$ cat src/rtl/axis_frame_source_if.sv
// axis_frame_source_if: AXI4-Stream beat bus between the frame source (master) and its sink (slave).
// data_out: TDATA, lane k at [k*DATA_W +: DATA_W]; valid: TVALID; ready: TREADY;
// last_out: TLAST (final beat of a frame); user_out: TUSER (first beat of a frame).
interface axis_frame_source_if #(
  parameter int DATA_W = 8,
  parameter int LANES  = 1
);
  logic [LANES*DATA_W-1:0] data_out;
  logic                    valid;
  logic                    ready;
  logic                    last_out;
  logic                    user_out;
  modport master (output data_out, valid, last_out, user_out, input ready);
  modport slave  (input data_out, valid, last_out, user_out, output ready);
endinterface

$ cat src/rtl/axis_frame_source.sv
// axis_frame_source: AXI4-Stream image-frame generator with SOF/EOF markers, selectable pattern, throttle and abort.
// clk/reset_n: clock, async active-low reset; start_in: run request (level, IDLE only); stop_in: abort;
// num_frames/mode/seed: run config latched at start; throttle: live gap rate; axis: stream master;
// busy: in RUN; done: in DONE; frames_sent: completed frames (saturating).
module axis_frame_source #(
  parameter int DATA_W = 8,
  parameter int LANES  = 1,
  parameter int IMG_W  = 64,
  parameter int IMG_H  = 64,
  parameter int CNT_W  = 16
) (
  input  logic                  clk,
  input  logic                  reset_n,
  input  logic                  start_in,
  input  logic                  stop_in,
  input  logic [CNT_W-1:0]      num_frames,
  input  logic [1:0]            mode,
  input  logic [DATA_W-1:0]     seed,
  input  logic [3:0]            throttle,
  axis_frame_source_if.master   axis,
  output logic                  busy,
  output logic                  done,
  output logic [CNT_W-1:0]      frames_sent
);
  localparam int XB = IMG_W / LANES;
  localparam int XW = XB > 1 ? $clog2(XB) : 1;
  localparam int YW = IMG_H > 1 ? $clog2(IMG_H) : 1;
  typedef enum logic [1:0] {IDLE, RUN, DONE} state_t;
  state_t                  r_state, w_state_nx;
  logic [XW-1:0]           r_x;
  logic [YW-1:0]           r_y;
  logic [CNT_W-1:0]        r_f, r_nf, r_sent;
  logic [1:0]              r_mode;
  logic [DATA_W-1:0]       r_seed;
  logic [3:0]              r_gap_cnt;
  logic                    r_valid, r_stop;
  logic [15:0]             r_lfsr, w_lfsr_nx;
  logic                    w_hs, w_x_end, w_y_end, w_eof, w_final, w_stop, w_gap;
  logic [LANES*DATA_W-1:0] w_data;
  function automatic logic [15:0] lfsr_init(input logic [DATA_W-1:0] s);
    return s == '0 ? 16'd1 : 16'(s);
  endfunction
  assign w_hs    = r_valid & axis.ready;
  assign w_x_end = r_x == XW'(XB - 1);
  assign w_y_end = r_y == YW'(IMG_H - 1);
  assign w_eof   = w_x_end & w_y_end;
  assign w_final = w_eof & (r_f == r_nf - 1'b1);
  assign w_stop  = r_stop | stop_in;
  // >= rather than == so a live drop of throttle below the running count still yields a gap
  assign w_gap   = (throttle != 4'd0) && (r_gap_cnt + 4'd1 >= throttle);
  // lane k sees the LFSR after k+1 steps; w_lfsr_nx is the state after all lanes of this beat
  always_comb begin
    logic [15:0] s;
    logic [31:0] p;
    w_data = '0;
    s = r_lfsr;
    for (int k = 0; k < LANES; k++) begin
      s = {s[14:0], s[15] ^ s[13] ^ s[12] ^ s[10]};
      p = 32'(r_y) * 32'(IMG_W) + 32'(r_x) * 32'(LANES) + 32'(k) + (r_mode == 2'd1 ? 32'(r_f) : 32'd0);
      w_data[k*DATA_W +: DATA_W] = r_mode == 2'd3 ? s[DATA_W-1:0] : r_mode == 2'd2 ? r_seed : p[DATA_W-1:0];
    end
    w_lfsr_nx = s;
  end
  always_comb begin
    w_state_nx = r_state;
    w_state_nx = r_state == IDLE ? (start_in ? RUN : IDLE) :
                 r_state == RUN  ? (((w_hs && (w_final || w_stop)) || (!r_valid && w_stop)) ? DONE : RUN) :
                                   (start_in ? DONE : IDLE);
  end
  always_ff @(posedge clk or negedge reset_n)
    if (!reset_n) r_state <= IDLE;
    else          r_state <= w_state_nx;
  always_ff @(posedge clk or negedge reset_n) begin
    if (!reset_n) begin
      r_x       <= '0;
      r_y       <= '0;
      r_f       <= '0;
      r_nf      <= '0;
      r_sent    <= '0;
      r_mode    <= '0;
      r_seed    <= '0;
      r_gap_cnt <= '0;
      r_valid   <= 1'b0;
      r_stop    <= 1'b0;
      r_lfsr    <= '0;
    end else if (r_state == IDLE) begin
      if (start_in) begin
        r_x       <= '0;
        r_y       <= '0;
        r_f       <= '0;
        r_nf      <= num_frames == '0 ? CNT_W'(1) : num_frames;
        r_sent    <= '0;
        r_mode    <= mode;
        r_seed    <= seed;
        r_gap_cnt <= '0;
        r_valid   <= 1'b1;
        r_stop    <= 1'b0;
        r_lfsr    <= lfsr_init(seed);
      end
    end else if (r_state == RUN) begin
      r_stop <= w_stop;
      if (w_hs) begin
        r_x       <= w_x_end ? '0 : r_x + 1'b1;
        r_y       <= w_x_end ? (w_y_end ? '0 : r_y + 1'b1) : r_y;
        r_f       <= w_eof ? r_f + 1'b1 : r_f;
        r_lfsr    <= w_eof ? lfsr_init(r_seed) : w_lfsr_nx;
        r_sent    <= (w_eof && r_sent != '1) ? r_sent + 1'b1 : r_sent;
        r_gap_cnt <= w_gap ? '0 : r_gap_cnt + 4'd1;
        r_valid   <= !(w_final || w_stop || w_gap);
      end else if (!r_valid) begin
        r_valid <= !w_stop;
      end
    end
  end
  assign axis.valid    = r_valid;
  assign axis.data_out = r_valid ? w_data : '0;
  assign axis.user_out = r_valid & (r_x == '0) & (r_y == '0);
  assign axis.last_out = r_valid & w_eof;
  assign busy          = r_state == RUN;
  assign done          = r_state == DONE;
  assign frames_sent   = r_sent;
endmodule

$ cat src/flat_wrapper.sv
// flat-port wrapper written by rule: the top's interface ports become plain ports
module axis_frame_source_flat 
#(
  parameter int DATA_W = 8,
  parameter int LANES  = 1,
  parameter int IMG_W  = 64,
  parameter int IMG_H  = 64,
  parameter int CNT_W  = 16
)
  (clk, reset_n, start_in, stop_in, num_frames, mode, seed, throttle, busy, done, frames_sent, axis_data_out, axis_valid, axis_last_out, axis_user_out, axis_ready);
  axis_frame_source_if #(.DATA_W(DATA_W), .LANES(LANES)) axis_i ();
  input  logic clk;
  input  logic reset_n;
  input  logic start_in;
  input  logic stop_in;
  input  logic [CNT_W-1:0] num_frames;
  input  logic [1:0] mode;
  input  logic [DATA_W-1:0] seed;
  input  logic [3:0] throttle;
  output logic busy;
  output logic done;
  output logic [CNT_W-1:0] frames_sent;
  output wire logic [$bits(axis_i.data_out)-1:0] axis_data_out;
  output wire logic [$bits(axis_i.valid)-1:0] axis_valid;
  output wire logic [$bits(axis_i.last_out)-1:0] axis_last_out;
  output wire logic [$bits(axis_i.user_out)-1:0] axis_user_out;
  input wire logic [$bits(axis_i.ready)-1:0] axis_ready;
  assign axis_data_out = axis_i.data_out;
  assign axis_valid = axis_i.valid;
  assign axis_last_out = axis_i.last_out;
  assign axis_user_out = axis_i.user_out;
  assign axis_i.ready = axis_ready;
  axis_frame_source #(.DATA_W(DATA_W), .LANES(LANES), .IMG_W(IMG_W), .IMG_H(IMG_H), .CNT_W(CNT_W)) u_core (.clk(clk), .reset_n(reset_n), .start_in(start_in), .stop_in(stop_in), .num_frames(num_frames), .mode(mode), .seed(seed), .throttle(throttle), .axis(axis_i), .busy(busy), .done(done), .frames_sent(frames_sent));
endmodule
$ cat config.mk
export PLATFORM = sky130hd
export DESIGN_NAME = axis_frame_source_flat
export DESIGN_NICKNAME = d
export VERILOG_FILES = /design/src/rtl/axis_frame_source_if.sv /design/src/rtl/axis_frame_source.sv /design/src/flat_wrapper.sv
export SDC_FILE = /design/constraint.sdc
export NUM_CORES = 1
export LEC_CHECK = 0
export BUFFER_PORTS_ARGS = -buffer_cell sky130_fd_sc_hd__buf_4
export CAP_MARGIN = 20
export CORE_ASPECT_RATIO = 2
export CORE_MARGIN = 2
export CORE_UTILIZATION = 40
export DETAILED_ROUTE_END_ITERATION = 10
export PLACE_DENSITY = 0.54
export SLEW_MARGIN = 15
export SYNTH_ARGS = -nofsm -noshare
export SYNTH_HDL_FRONTEND = slang
export SYNTH_SLANG_ARGS = --single-unit
$ cat constraint.sdc
create_clock -name clk -period 5.2 [get_ports clk]
set_input_delay 0.78 -clock clk [delete_from_list [all_inputs] [get_ports clk]]
set_output_delay 0.78 -clock clk [all_outputs]
set_load 0.05 [all_outputs]
==> summary.txt, run 1 <==
CTS
  • Post-CTS Hold Fix Bufs: 0
  • CTS Root Cell: clkbuf_16
  • Cts repair resizes: 0
  • CTS Buffer Depth: 2
  • CTS tree: built
  • Clk slew on worst S/H paths: ~0.070 ns
  • Clk_lat worst skew: 0.34 ns
  • Cts bufs inserted: 9
  • Clock sinks: 94
  • H-tree Lvls: 3
  • Setup repair bufs after CTS: 0

Synth
  • Number of enable flip-flop cells after synthesis: 0
  • Share of Yosys cell area claimed by the top area cell type: 0.420
  • Post-Synth XOR/XNOR Area: 0.0938
  • Async SR Flop Fraction: 1.00
  • Synthesized flop and latch total: 94
  • Unique masters post-synth: 59
  • Main synth FF type: dfrtp_1
  • Synth area leader: dfrtp_1
  • Largest family of logic cells by synthesized area: simple AND/OR/NAND/NOR gates
  • Mux cell area share after synthesis: 0.0304
  • Synth area leaders: dfrtp_1 (42%), nand2_1 (8.1%), xnor2_1 (5.5%)
  • Syn. warnings: 0
  • Syn avg cell area: slightly below 9 sq um
  • Post-synthesis sequential area ratio: 0.420
  • Cell Area, Synth: roughly 5600 sq um
  • Mapped Cells: 634
  • Syn_nets: 689
  • Simple-gate portion of the synthesized area: 0.260
  • Synth Area in Adders: 0.0460
  • Compound-Gate Fraction of Synth Area: 0.123

Route
  • DRC errors left: 0
  • Highest routed metal layer: met4
  • Drt total wl: 14600 microns
  • Wire per inst: 16.5 microns
  • 1st-iter DRT viols: 245
  • Drt via density: 5.37
  • Antenna viol nets, final: 0
  • DR pass1 iterations: 4
  • Met1 Wirelength: 5660 microns
  • Routed wl met2: 8070 microns
  • Met3 routed WL: 320 microns
  • Vias: approximately 4700

Outcome
  • Status: completed

Floorplan
  • Die area: 15000 sq um
  • Die extent in x: between 80 and 90 microns
  • CORE AREA: 13800 sq um
  • Starting Density: 0.406
  • Num ports: 64
  • Die height: 171 microns
  • Cell Rows: 61

Worst setup path
  • Critical Path Start: u_core.r_mode[0]
  • Slowest CP cell: dfrtp_1
  • Worst Setup End Kind: output pin
  • Buf+Inv Stages, Crit Path: 1
  • Reg-to-Reg End: u_core.axis.valid
  • CP Data Arrival Time: 3.32 ns
  • R2R cell count: 7
  • Reg2reg start: u_core.r_x[0]
  • Worst Path Required: approximately 4.4 ns
  • Max stage delay on crit path: 0.56 ns
  • Most frequent CP cell: a21oi_1
  • Crit. path cell count: 12
  • Largest delay share family, worst path: compound AO/OA/AOI/OAI gates
  • Critical Path Start Type: flop
  • Worst R2R Setup Slack: 2.16 ns
  • Worst Setup Path Type: reg2out
  • Maximum fanout along the worst path: 12
  • Critical-path cell list: nor2b_1 > and2_1 > ha_1 > fa_1 > a21o_1 > a21oi_1 > o21bai_1 > a21oi_1 > xnor2_1 > nor2_1 > a211oi_1 > buf_4

Layout
  • Antenna cells: 0
  • Share of layout cells above drive strength 1: 0.144
  • Fin area: 6610 sq um
  • Final net count: 745
  • Synthesis-to-layout area growth: 18.0%

Global routing
  • Largest net degree at the start of global routing: 58
  • Initial antenna violation count: 0
  • Gr ovfl total: 0
  • First-pass GRT wire length: approximately 24000 microns
  • GRT Total Usage: 0.205
  • Vias in the first global route: 4771

Job
  • Max capacitance violation total: 0

STA
  • FMAX: 244 MHz
  • Final hold vios: 0
  • Unrepaired setup endpoints after global routing: false
  • Fin crit share: 0.789
  • Setup TNS: 0 ns
  • Period minus WS final: 4.10 ns
  • Worst slew margin: 0.422
  • Final setup viols: 0
  • Least-Margin Pin Slew: 0.861 ns
  • Clk_skew: 0.0102 ns
  • Fin. max-slew vios: 0
  • Fin Hold WS: approximately 0.41 ns

Power
  • Leak: 3.02 nW
  • Total power: 3.41 mW
  • Pwr dens: between 500 and 600 nW/um^2
  • VDD IR max: 0.278 mV

Place
  • Placed Area: 6260 sq um
  • Routability cong.: about 0.83
  • Port Buffer Count: 63
  • Post-DP HPWL: approximately 11000 microns

Hold path
  • Class of the worst hold path: in2async
## report_power, final
part / leakage (nW) / internal (mW) / switching, mW
Sequential: 1.24 / 0.921 / 0.282
Combinational: 1.61 / 0.533 / 0.903
Clock: 0.164 / 0.474 / 0.295
## worst max-delay path by stage
stage / end / slack [ns]
3_5_place_dp: axis_data_out[6] / 1.46
2_1_floorplan: axis_data_out[6] / 1.03
4_1_cts: axis_data_out[6] / 1.07
3_3_place_gp: axis_data_out[6] / 1.53
5_1_grt: axis_data_out[6] / 0.82
6_report: axis_data_out[6] / 1.10
## per-stage QoR
| stage | std cells | setup slack [ns] | util |
|---|---|---|---|
| 2_1_floorplan | 634 | 1.03 | - |
| 3_3_place_gp | 868 | 1.53 | 0.453 |
| 3_5_place_dp | 868 | 1.46 | 0.453 |
| 4_1_cts | 884 | 1.07 | 0.478 |
| 5_1_grt | 884 | 0.817 | 0.478 |
| 6_report | 884 | 1.10 | 0.478 |
## cells by family (layout without fill, tap and decap cells)
family,Yosys count,after routing
AO/OA/AOI/OAI,104,104
XOR/XNOR,60,60
adder cells (fa/ha/maj),20,20
buffers and inverters,40,101
flip-flops,94,94
multiplexers,17,17
AND/OR/NAND/NOR,299,299
## Yosys cell counts (all sizes together) (3+ instances only)
| master | n |
|---|---|
| a211oi | 7 |
| a21o | 6 |
| a21oi | 28 |
| a22o | 9 |
| a31oi | 3 |
| and2 | 8 |
| and3 | 3 |
| buf | 7 |
| clkbuf | 15 |
| dfrtp | 94 |
| ha | 19 |
| inv | 18 |
| mux2i | 17 |
| nand2 | 121 |
| nand2b | 5 |
| nand3 | 23 |
| nand4 | 11 |
| nor2 | 65 |
| nor2b | 4 |
| nor3 | 19 |
| nor4 | 14 |
| o21ai | 36 |
| or3 | 7 |
| or4 | 6 |
| xnor2 | 35 |
| xor2 | 25 |
## registers in the layout, indices dropped and copies added, names as in the netlist
name / cells
u_core.r_state: 2
u_core.axis.valid: 1
u_core.r_gap_cnt: 4
u_core.r_lfsr: 16
u_core.r_x: 6
u_core.r_f: 16
u_core.r_mode: 2
u_core.r_seed: 8
u_core.r_y: 6
u_core.r_nf: 16
u_core.frames_sent: 16
u_core.r_stop: 1
## worst reg2reg max path, delay by kind of cell, from the launching register on
kind	cells	cell delay, ns
AO/OA/AOI/OAI	2	0.48
adder cells (fa/ha/maj)	1	0.29
flip-flops	1	0.48
AND/OR/NAND/NOR	4	1.65
## cell usage in the layout, fill, tap and decap left out, types with 4 or more instances in the layout
master / n
nand2b_1: 5
buf_4: 67
nor3_1: 18
ha_1: 19
nand3_1: 22
nor4_1: 12
a22o_1: 9
xor2_1: 25
clkbuf_16: 9
nor2_1: 64
nor2b_1: 4
or3_1: 7
a21o_1: 5
a21oi_1: 27
nand2_1: 121
and2_1: 7
mux2i_1: 17
a211oi_1: 6
nand4_1: 10
xnor2_1: 35
inv_1: 18
o21ai_0: 35
dfrtp_1: 94
or4_1: 5
## per-layer routing
| layer | up-vias | GRT usage |
|---|---|---|
| li1 | 2299 | - |
| met5 | - | 0 |
| met3 | 30 | 0.0264 |
| met2 | 75 | 0.376 |
| met1 | 2339 | 0.228 |
| met4 | 0 | 0.0916 |
## layout make-up
| type | instances | area, sq um |
|---|---|---|
| clock buffer | 10 | 229 |
| clock inverter | 6 | 115 |
| fill | 1365 | 7200 |
| inverter | 18 | 67.6 |
| multi-input combinational | 500 | 3110 |
| sequential | 94 | 2350 |
| tap | 189 | 236 |
| timing repair buffer | 67 | 503 |
Note: power is estimated with default switching activity, not from simulation.
==> run 2: changes to the inputs <==
==> constraint.sdc (replaced) <==
create_clock -name clk -period 3.9 [get_ports clk]
set_input_delay 0.585 -clock clk [delete_from_list [all_inputs] [get_ports clk]]
set_output_delay 0.585 -clock clk [all_outputs]
set_load 0.05 [all_outputs]
==> summary.txt, run 2 (synthesis gave the netlist of run 1 again) <==
Outcome
  • Status: completed

Power
  • Leak: 3.04 nW
  • Comb power frac: 0.443
  • Net switching power: 1.97 mW
  • Switching share of power: 0.436
  • Clk pwr share: 0.213
  • Seq pwr share: 0.344
  • VDD IR max: 0.410 mV
  • Power Internal: 2.55 mW
  • Pwr dens: a little under 700 nW/um^2

STA
  • Final hold vios: 0
  • Worst slew margin: 0.446
  • Fin crit share: 0.916
  • Fin. max-slew vios: 0
  • Final setup viols: 0
  • Period minus WS final: ~3.6 ns
  • Fin Hold WS: 0.218 ns
  • Unrepaired setup endpoints after global routing: false
  • Clk_skew: 0.00623 ns
  • Setup TNS: 0 ns
  • Least-Margin Pin Slew: 0.825 ns
  • FMAX: 280 MHz

Route
  • 1st-iter DRT viols: ~190
  • DR pass1 iterations: 4
  • Wire per inst: roughly 16 microns
  • DRC errors left: 0
  • Drt total wl: roughly 15000 microns
  • Vias: 4669
  • Antenna viol nets, final: 0
  • Drt via density: around 5.3

CTS
  • Clk slew on worst S/H paths: approximately 0.070 ns
  • CTS Buffer Depth: 2
  • Cts bufs inserted: 9
  • H-tree Lvls: 3
  • Post-CTS Hold Fix Bufs: 0
  • Clk_lat worst skew: 0.34 ns
  • Clock sinks: 94
  • CTS Root Cell: clkbuf_16
  • Cts repair resizes: 0
  • Setup repair bufs after CTS: 0
  • CTS tree: built

Layout
  • Cell Count, Final, Fillers Out: 888
  • Synthesis-to-layout area growth: 18.6%
  • Antenna cells: 0
  • Most frequent cells in the layout: nand2_1 (121), dfrtp_1 (94), buf_4 (71)
  • Share of layout cells above drive strength 1: 0.152
  • Final net count: 750
  • Commonest non-fill, non-tap cell in the layout: nand2_1
  • Fill count: 1360

Worst setup path
  • Critical-path cell list: nor2b_1 > and2_1 > ha_1 > fa_1 > a21o_1 > a21oi_1 > o21bai_1 > a21oi_1 > xnor2_1 > nor2_1 > a211oi_2 > buf_4
  • Most frequent CP cell: a21oi_1
  • Worst Path Required: 3.31 ns
  • Buf+Inv Stages, Crit Path: 1
  • CP Data Arrival Time: 2.99 ns
  • Slowest CP cell: fa_1
  • Max stage delay on crit path: approximately 0.41 ns
  • Largest delay share family, worst path: compound AO/OA/AOI/OAI gates
  • Critical Path Start Type: flop
  • Worst Setup End Kind: output pin
  • Worst Setup Path Type: reg2out
  • Maximum fanout along the worst path: 7

Global routing
  • Vias in the first global route: 4794
  • GRT Total Usage: 0.207
  • Met1 Resource Use GR: 0.228
  • GR Layer Usage met3: 0.0321
  • Initial antenna violation count: 0
  • First-pass GRT wire length: 24000 microns
  • Largest net degree at the start of global routing: 58
  • Gr ovfl total: 0
  • GR Util met2: 0.372
  • GR peak layer: met2

Floorplan
  • Num ports: between 60 and 70
  • Cell Rows: 61
  • Starting Density: 0.406
  • CORE AREA: around 14000 sq um
  • Die area: 15000 sq um
  • Die height: approximately 170 microns
  • Die extent in x: 87.7 microns

Job
  • Max capacitance violation total: 0

Place
  • Cells after DPL: 872
  • Routability cong.: 0.875
  • Port Buffer Count: 63
  • Post-DP HPWL: 11100 microns

Hold path
  • Class of the worst hold path: in2async
[run 2: power groups by stage]
stage	clock [mW]	combinational, mW	sequential, mW
after floorplan	0	1.43	1.52
after global placement	0	1.97	1.57
final	0.962	2.00	1.56
after global routing	1.03	2.22	1.60
after CTS	0.993	2.00	1.56
after detailed placement	0	2.00	1.58
[run 2: per-stage QoR]
stage | total power [mW] | util | setup WS [ns] | cell area, sq um
floorplan | 2.95 | - | 0.159 | 5610
global placement | 3.53 | 0.456 | 0.773 | 6300
detailed placement | 3.57 | 0.456 | 0.701 | 6300
CTS | 4.56 | 0.479 | 0.310 | 6620
global route | 4.85 | 0.481 | 0.109 | 6650
finish | 4.52 | 0.481 | 0.326 | 6650
[run 2: path summary, 6_finish.rpt]
check | from | endpoint | slack [ns] | depth (start not counted)
max in group asynchronous | reset_n | u_core.frames_sent[6] | 2.86 | 2
min in group clk | num_frames[10] | u_core.r_nf[10] | 0.44 | 3
min reg2reg | u_core.r_lfsr[7] | u_core.r_lfsr[7] | 0.48 | 2
min | reset_n | u_core.r_lfsr[7] | 0.22 | 1
max reg2reg | u_core.r_nf[0] | u_core.axis.valid | 0.95 | 9
max | u_core.r_mode[0] | axis_data_out[6] | 0.33 | 12
[run 2: area by class of cell]
class	count	area, sq um	share of cell area
Multi-Input combinational cell	500	3110	0.468
Clock inverter	5	81.3	0.0122
Timing Repair Buffer	72	561	0.0843
Inverter	18	67.6	0.0102
Sequential cell	94	2350	0.354
Tap cell	189	236	0.0356
Clock buffer	10	239	0.0359
[run 2: routing by layer]
layer,vias to the layer above,share of wire
met5,-,0
met4,0,0.050
met3,37,0.031
met2,97,0.54
met1,2221,0.38
li1,2314,-
==> run 3: changes to the inputs <==
--- a/config.mk
+++ b/config.mk
@@ -8,7 +8,7 @@
 export BUFFER_PORTS_ARGS = -buffer_cell sky130_fd_sc_hd__buf_4
 export CAP_MARGIN = 20
 export CORE_ASPECT_RATIO = 2
-export CORE_MARGIN = 2
+export CORE_MARGIN = 4
 export CORE_UTILIZATION = 40
 export DETAILED_ROUTE_END_ITERATION = 10
 export PLACE_DENSITY = 0.54
==> summary.txt, run 3 (synthesis gave the netlist of run 1 again) <==
Global routing
  • Gr ovfl total: 0
  • Initial antenna violation count: 0
  • Vias in the first global route: 4892
  • GRT Total Usage: 0.190
  • First-pass GRT wire length: 24200 microns
  • Largest net degree at the start of global routing: 45

Place
  • Port Buffer Count: 63
  • Routability cong.: 0.908
  • Post-DP HPWL: 11400 microns
  • Cells after DPL: 874
  • Setup Slack @ Placement: 0.704 ns

Layout
  • Synthesis-to-layout area growth: 18.2%
  • Commonest non-fill, non-tap cell in the layout: nand2_1
  • Utilization after layout: 0.479
  • Cell Count, Final, Fillers Out: 890
  • Fill count: 1350
  • Share of layout cells above drive strength 1: 0.153
  • Multi-input gate area: 3110 sq um
  • FF+latch area: ~2400 sq um
  • Antenna cells: 0
  • Most frequent cells in the layout: nand2_1 (121), dfrtp_1 (94), buf_4 (73)
  • Final net count: 751

CTS
  • CTS Buffer Depth: 2
  • Clock sinks: 94
  • CTS tree: built
  • H-tree Lvls: 3
  • CTS Root Cell: clkbuf_16
  • Setup repair bufs after CTS: 0
  • Post-CTS Hold Fix Bufs: 0
  • Cts repair resizes: 0
  • Clk slew on worst S/H paths: ~0.070 ns
  • Cts bufs inserted: 9
  • Clk_lat worst skew: approximately 0.34 ns

Floorplan
  • Die height: ~180 microns
  • Die area: 16100 sq um
  • Num ports: 64
  • CORE AREA: 13800 sq um
  • Starting Density: 0.406
  • Die extent in x: 91.7 microns
  • Cell Rows: 61

Worst setup path
  • Worst Setup Path Type: reg2out
  • CP Data Arrival Time: 2.99 ns
  • Worst Path Required: 3.31 ns
  • Most frequent CP cell: a21oi_1
  • Largest delay share family, worst path: compound AO/OA/AOI/OAI gates
  • Buf+Inv Stages, Crit Path: 1
  • Critical-path cell list: nor2b_1 > and2_1 > ha_1 > fa_1 > a21o_1 > a21oi_1 > o21bai_1 > a21oi_1 > xnor2_1 > nor2_1 > a211oi_2 > buf_4
  • Maximum fanout along the worst path: 7
  • Worst Setup End Kind: output pin
  • Slowest CP cell: fa_1
  • Critical Path Start Type: flop
  • Max stage delay on crit path: 0.41 ns

STA
  • Fin. max-slew vios: 0
  • Fin crit share: 0.915
  • Final setup viols: 0
  • Least-Margin Pin Slew: approximately 0.81 ns
  • FMAX: between 200 and 300 MHz
  • Clk_skew: ~0.013 ns
  • Worst setup margin: 0.330 ns
  • Unrepaired setup endpoints after global routing: false
  • Fin Hold WS: between 0.2 and 0.25 ns
  • Setup TNS: 0 ns
  • Final hold vios: 0
  • Period minus WS final: roughly 3.6 ns
  • Worst slew margin: 0.454

Route
  • Antenna viol nets, final: 0
  • Drt via density: about 5.3
  • Drt total wl: 14900 microns
  • Wire per inst: 16.7 microns
  • Vias: ~4700
  • DRC errors left: 0
  • DR pass1 iterations: 4
  • 1st-iter DRT viols: 191

Hold path
  • Class of the worst hold path: in2async

Power
  • Leak: 3.04 nW
  • Pwr dens: about 680 nW/um^2
  • VDD IR max: 0.278 mV

Outcome
  • Status: completed

Job
  • Max capacitance violation total: 0
run 3: path summary, 6_finish.rpt:
| check | slack, ns | depth (start not counted) | end | start |
|---|---|---|---|---|
| min in group clk | 0.44 | 3 | u_core.r_nf[11] | num_frames[11] |
| setup reg to reg | 0.98 | 7 | u_core.r_f[14] | u_core.r_x[1] |
| setup / recovery | 0.33 | 12 | axis_data_out[6] | u_core.r_mode[0] |
| max in group asynchronous | 2.82 | 2 | u_core.r_f[1] | reset_n |
| hold / removal | 0.25 | 1 | u_core.r_seed[4] | reset_n |
| hold reg to reg | 0.49 | 2 | u_core.r_nf[15] | u_core.r_nf[15] |
run 3: worst reg2reg max path: stages, from the launching register on:
cell     delay (ns)
dfrtp_1        0.48
ha_1           0.29
nand3_4        0.13
or4_1          0.74
a21oi_4        0.31
nand3_1        0.30
or3_1          0.45
a21oi_1        0.15
run 3: where the power goes:
group	total (mW)	internal, mW	switching (mW)
clock network	0.913	0.522	0.390
logic	2.01	0.736	1.27
registers	1.56	1.23	0.327
total	4.47	2.49	1.99
run 3: through the flow:
stage | area, sq um | total power [mW]
finish | 6620 | 4.47
global route | 6620 | 4.80
CTS | 6620 | 4.53
detailed placement | 6310 | 3.60
global placement | 6310 | 3.55
floorplan | 5610 | 2.95
run 3: routing by layer:
layer | share of wire | wire length, microns | up-vias | global-route usage
li1 | - | - | 2317 | -
met1 | 0.39 | 5740 | 2294 | 0.200
met2 | 0.55 | 8240 | 89 | 0.366
met3 | 0.030 | 440 | 26 | 0.0287
met4 | 0.031 | 458 | 0 | 0.0806
met5 | 0 | 0 | - | 0
run 3: final cells by class:
| type | instances | area share |
|---|---|---|
| Multi-Input combinational cell | 500 | 0.470 |
| Sequential cell | 94 | 0.355 |
| Clock buffer | 11 | 0.0367 |
| Timing Repair Buffer | 73 | 0.0828 |
| Inverter | 18 | 0.0102 |
| Tap cell | 189 | 0.0357 |
| Clock inverter | 5 | 0.00982 |
